`config.mk`:
```
export PLATFORM = sky130hd
export DESIGN_NAME = bk_multiprecision_adder
export DESIGN_NICKNAME = d
export VERILOG_FILES = /design/src/rtl/bk_multiprecision_adder.sv
export SDC_FILE = /design/constraint.sdc
export NUM_CORES = 1
export LEC_CHECK = 0
export BUFFER_PORTS_ARGS = -buffer_cell sky130_fd_sc_hd__buf_2
export CAP_MARGIN = 20
export CORE_MARGIN = 8
export CORE_UTILIZATION = 58
export DETAILED_ROUTE_END_ITERATION = 8
export HOLD_SLACK_MARGIN = 0.06
export PLACE_DENSITY = 0.88
export REMOVE_ABC_BUFFERS = 1
export SKIP_CTS_REPAIR_TIMING = 1
export SYNTH_ARGS = -nofsm -noshare
export SYNTH_HDL_FRONTEND = slang
export SYNTH_SLANG_ARGS = --single-unit
```
`constraint.sdc`:
```
create_clock -name clk -period 9.1 [get_ports clk]
set_clock_uncertainty 0.1 [all_clocks]
set_input_delay 1.82 -clock clk [delete_from_list [all_inputs] [get_ports clk]]
set_output_delay 1.82 -clock clk [all_outputs]
set_load 0.005 [all_outputs]
```
`src/rtl/bk_multiprecision_adder.sv`:
```
`default_nettype none
// ============================================================================
// Module   : bk_multiprecision_adder (with brent_kung_generic)
// Brief    : Streaming limb-serial multi-precision adder around a Brent-Kung
//            prefix adder, with a post-increment stage for the inter-limb carry.
// Revision : 1.0
// ============================================================================

module brent_kung_generic #(
    parameter int N = 64
) (
    input  logic [N-1:0] a,
    input  logic [N-1:0] b,
    output logic [N-1:0] sum,
    output logic         cout
);
    localparam int LOG = $clog2(N);

    logic [N-1:0] w_prop;
    logic [N-1:0] w_carry;

    assign w_prop = a ^ b;

    // Up-sweep builds group (G,P) at power-of-two boundaries; down-sweep fills the gaps.
    always_comb begin : bk_prefix
        logic [N-1:0] g;
        logic [N-1:0] p;
        logic [N-1:0] gp;
        logic [N-1:0] pp;
        int           j;
        g = a & b;
        p = w_prop;
        for (int l = 0; l < LOG; l++) begin
            gp = g;
            pp = p;
            for (int i = 0; i < N; i++) begin
                j = (i >= (1 << l)) ? i - (1 << l) : i;
                if (((i + 1) % (1 << (l + 1))) == 0) begin
                    g[i] = gp[i] | (pp[i] & gp[j]);
                    p[i] = pp[i] & pp[j];
                end
            end
        end
        for (int l = LOG - 2; l >= 0; l--) begin
            gp = g;
            pp = p;
            for (int i = 0; i < N; i++) begin
                j = (i >= (1 << l)) ? i - (1 << l) : i;
                if ((((i + 1) % (1 << (l + 1))) == (1 << l)) && ((i + 1) > (1 << (l + 1)))) begin
                    g[i] = gp[i] | (pp[i] & gp[j]);
                    p[i] = pp[i] & pp[j];
                end
            end
        end
        w_carry = g;
    end

    assign sum  = w_prop ^ {w_carry[N-2:0], 1'b0};
    assign cout = w_carry[N-1];
endmodule

module bk_multiprecision_adder #(
    parameter int N     = 64,
    parameter int IDX_W = 8
) (
    input  logic             clk,
    input  logic             rst,
    input  logic             in_valid,
    output logic             in_ready,
    input  logic [N-1:0]     in_a,
    input  logic [N-1:0]     in_b,
    input  logic             in_last,
    output logic             out_valid,
    input  logic             out_ready,
    output logic [N-1:0]     out_sum,
    output logic             out_carry,
    output logic             out_last,
    output logic [IDX_W-1:0] out_idx
);
    localparam logic ST_IDLE = 1'b0;
    localparam logic ST_MID  = 1'b1;

    logic             state_q, state_d;
    logic             carry_q, carry_d;
    logic [IDX_W-1:0] idx_q, idx_d;
    logic             w_accept;
    logic [N-1:0]     w_s;
    logic [N-1:0]     w_r;
    logic             w_c0;
    logic             w_c;

    brent_kung_generic #(.N(N)) u_bk (
        .a    (in_a),
        .b    (in_b),
        .sum  (w_s),
        .cout (w_c0)
    );

    // c0 and increment overflow cannot both be set, so OR is exact.
    assign w_r = w_s + {{(N-1){1'b0}}, carry_q};
    assign w_c = w_c0 | (carry_q & (&w_s));

    always_ff @(posedge clk or posedge rst) begin
        if (rst) begin
            state_q <= ST_IDLE;
            carry_q <= 1'b0;
            idx_q   <= '0;
        end else begin
            state_q <= state_d;
            carry_q <= carry_d;
            idx_q   <= idx_d;
        end
    end

    always_comb begin
        state_d = state_q;
        carry_d = carry_q;
        idx_d   = idx_q;
        case (state_q)
            ST_IDLE: begin
                if (w_accept && !in_last) begin
                    state_d = ST_MID;
                    carry_d = w_c;
                    idx_d   = idx_q + IDX_W'(1);
                end
            end
            ST_MID: begin
                if (w_accept) begin
                    if (in_last) begin
                        state_d = ST_IDLE;
                        carry_d = 1'b0;
                        idx_d   = '0;
                    end else begin
                        carry_d = w_c;
                        idx_d   = idx_q + IDX_W'(1);
                    end
                end
            end
            default: begin
                state_d = ST_IDLE;
                carry_d = 1'b0;
                idx_d   = '0;
            end
        endcase
    end

    always_comb begin
        in_ready = !out_valid || out_ready;
        w_accept = in_valid && in_ready;
    end

    always_ff @(posedge clk or posedge rst) begin
        if (rst) begin
            out_valid <= 1'b0;
            out_sum   <= '0;
            out_carry <= 1'b0;
            out_last  <= 1'b0;
            out_idx   <= '0;
        end else if (w_accept) begin
            out_valid <= 1'b1;
            out_sum   <= w_r;
            out_carry <= w_c;
            out_last  <= in_last;
            out_idx   <= idx_q;
        end else if (out_ready) begin
            out_valid <= 1'b0;
        end
    end
endmodule

`default_nettype wire

```
==> results_dict.tcl <==
set metrics [dict create \
    max_stage_delay_ns 0.57 \
    antenna_cells 0 \
    power_per_cell_area_nw_per_um2 163.6 \
    grt_first_pass_wirelength_um 31710 \
    route.detailed.vias_per_inst 5.489 \
    run_status "completed" \
    finalSetupViolations 0 \
    grt_usage 0.2367 \
    cp-end-kind "flop" \
    grt_total_ovfl 0 \
    worst_setup_path_category "input port to flop" \
    postSynth.asyncResetShare 1.000 \
    gp_congestion 0.9115 \
    area_leader_netlist "sky130_fd_sc_hd__dfrtp_1" \
    max_slew_violations 0 \
    grt_max_degree 86 \
    hold_path_class "flop to flop" \
    post_layout_nets 1249 \
    synth_top_cells_by_area "sky130_fd_sc_hd__dfrtp_1 30%, sky130_fd_sc_hd__ha_1 11%, sky130_fd_sc_hd__fa_1 8.9%" \
    clock-sinks 85 \
    numPortBuffers 208 \
    synth.cells.most_frequent "135 x sky130_fd_sc_hd__nand2_1, 85 x sky130_fd_sc_hd__dfrtp_1, 77 x sky130_fd_sc_hd__o21ai_0" \
    final_core_util 0.7240 \
    top_level_ports 209 \
    drt-initial-drc-count 539 \
    dp.final_hpwl_um 15710 \
    drt_drc_violations_left 0 \
    drv_cap 0 \
    timing.hold.ws_ns 0.3722 \
    clk-insertion-delay-late_ns 0.33 \
    synth_edf_count 0 \
    post-synth-top-count-cell "sky130_fd_sc_hd__nand2_1" \
    area_growth_syn_to_layout_pct 21.39 \
    clkTransAtPathRegs_ns 0.06 \
    report.final.hold_viol_count 0 \
    timing.critical_path.required_ns 9.18 \
    final_layout_size_suffix_gt1_frac 0.2370 \
    number_of_antenna_violations_at_the_first_check_in_global_routing 0 \
    die_w_um 127.4 \
    die-area_sq_um 16220 \
    critical_path_arrival_ns 6.92 \
    clock_tree_from_tritoncts "yes" \
    number_of_synthesized_register_bits 85 \
    routed_wire_length_per_instance_um 16.16 \
    setup-tns-final_ns 0 \
    headroom_to_the_max_slew_limit 0.4325 \
    synth-main-ff-cell "sky130_fd_sc_hd__dfrtp_1" \
    grt_pass1_vias 6657 \
    post_route_minimum_period_ns 6.838 \
    total_power_mw 1.429 \
    syn_avg_cell_area_sq_um 8.848 \
    timing_limited_maximum_frequency_mhz 146.3 \
    core_sq_um 12060 \
    leakagePower_nw 4.430 \
    yosys_warnings 0 \
    tightestPinTransition_ns 0.8513 \
    cpMaxStageDelayCell "sky130_fd_sc_hd__o21ai_0" \
    synthesis.instances 813 \
    crit_chain "buf_2 > ha_1 > a21oi_1 > o21ai_0 > a221oi_1 > a21oi_1 > o21ai_0 > o21ai_0 > a21o_1 > a21oi_1 > fa_1 > nor4_1 > and2_1 > and3_1 > nand4_1 > nor4_1 > xor2_1 > o21ai_1" \
    vias 6526 \
    std_cell_rows 40 \
    htree_levels 3 \
    mappedNetlistArea_sq_um 7193 \
    detail_route.first_pass.iterations 5 \
    initial_core_util 0.5964 \
    chipHeight_um 127.4 \
    post-route-period-util 0.7514 \
    synthDominantCellAreaShare 0.2957 \
    worst-path-max-fanout 5 \
    max-vdd-ir-drop_uv 81.15 \
    cp_startpoint_kind "input port" \
    grt_setup_unrepaired "no" \
    antenna_violating_nets_post_route 0 \
    drt_wl_total_um 19220 \
    clock_tree.buffer_depth 2 \
    cts-buffers-inserted 9 \
    cts-root-buf "sky130_fd_sc_hd__clkbuf_16" \
    synth_cell_types 53 \
    sequential_area_share_after_synthesis 0.2957 \
]
[through the flow]
stage               worst slack (ns)  instance area, sq um  instances
floorplan                      3.146                  7129        796
global placement               2.163                  8404       1174
detailed placement             2.061                  8404       1174
CTS                            2.340                  8705       1188
global route                   1.911                  8732       1189
finish                         2.262                  8732       1189
[layout by cell type, fill, tap and decap left out, types with 3 or more instances in the layout]
cell type	synthesis	layout
sky130_fd_sc_hd__nand4_1	15	15
sky130_fd_sc_hd__nand2_1	135	134
sky130_fd_sc_hd__a221oi_1	4	4
sky130_fd_sc_hd__buf_2	0	208
sky130_fd_sc_hd__ha_1	66	66
sky130_fd_sc_hd__nor4_4	3	3
sky130_fd_sc_hd__nand3b_1	4	4
sky130_fd_sc_hd__and4_1	8	8
sky130_fd_sc_hd__dfrtp_1	85	85
sky130_fd_sc_hd__inv_1	63	62
sky130_fd_sc_hd__and2_1	11	11
sky130_fd_sc_hd__clkbuf_16	0	9
sky130_fd_sc_hd__nand2b_1	8	8
sky130_fd_sc_hd__nor4_1	7	7
sky130_fd_sc_hd__nor3b_1	4	4
sky130_fd_sc_hd__nor2_1	38	38
sky130_fd_sc_hd__o21ai_0	77	77
sky130_fd_sc_hd__a21oi_1	33	33
sky130_fd_sc_hd__a21o_1	23	23
sky130_fd_sc_hd__fa_1	32	32
sky130_fd_sc_hd__a31oi_1	4	4
sky130_fd_sc_hd__xnor2_1	34	34
sky130_fd_sc_hd__and3_1	6	6
sky130_fd_sc_hd__o21ai_1	6	6
sky130_fd_sc_hd__mux2i_1	3	3
sky130_fd_sc_hd__mux2_2	3	3
sky130_fd_sc_hd__nor3_1	16	16
sky130_fd_sc_hd__nand3_1	17	17
sky130_fd_sc_hd__clkbuf_8	0	3
sky130_fd_sc_hd__xor2_1	58	58
[power breakdown]
part / total [mW] / leakage (nW) / switching [mW] / internal [mW]
Clock: 0.370 / 0.148 / 0.138 / 0.232
Combinational: 0.540 / 3.24 / 0.299 / 0.241
Sequential: 0.519 / 1.04 / 0.0549 / 0.464
[sequential cells by signal (all words and copies together), names as in the netlist, named ones only]
name and flops:
idx_q 8, out_carry 1, out_valid 1, carry_q 1, out_idx 8, out_sum 64, out_last 1
[cell type report]
class | instances | area, sq um
Fill cell | 922 | 3329
Timing Repair Buffer | 211 | 1084
Inverter | 63 | 237.7
Clock buffer | 13 | 270.3
Tap cell | 168 | 210.2
Sequential cell | 85 | 2127
Multi-Input combinational cell | 648 | 4773
Clock inverter | 1 | 30.03
[worst paths after layout]
check	startpoint	end	slack, ns	depth (start not counted)
max	in_a[9]	out_sum[57]	2.26	18
max in group asynchronous	rst	out_sum[17]	6.83	4
min in group asynchronous	rst	out_sum[61]	1.47	3
min reg2reg	out_sum[18]	out_sum[18]	0.37	2
min	out_sum[18]	out_sum[18]	0.37	2
max reg2reg	carry_q	out_sum[56]	6.23	8
[worst max-delay path, delay by kind of cell]
| family | cells | cell delay, ns |
|---|---|---|
| buf+inv | 1 | 0.10 |
| simple gates | 5 | 1.55 |
| xor+xnor | 1 | 0.22 |
| compound gates | 9 | 2.40 |
| fa+ha+maj | 2 | 0.84 |
[layer usage]
| layer | track usage | wire length, um |
|---|---|---|
| met1 | 0.2934 | 8219 |
| met2 | 0.4185 | 9713 |
| met3 | 0.03785 | 1029 |
| met4 | 0.06228 | 257 |
| met5 | 0 | 0 |
[cells by family (layout without fill, tap and decap cells)]
family,count (synthesis),count (layout),synth area share
and+or+nand+nor,286,286,0.2013
AOI/OAI and AO/OA,165,165,0.1343
buffers and inverters,80,288,0.04175
adders and majority gates,98,98,0.2039
DFF,85,85,0.2957
xor gates and xnor gates,93,93,0.1143
muxes,6,6,0.008871
(Power assumes the default switching activity.)
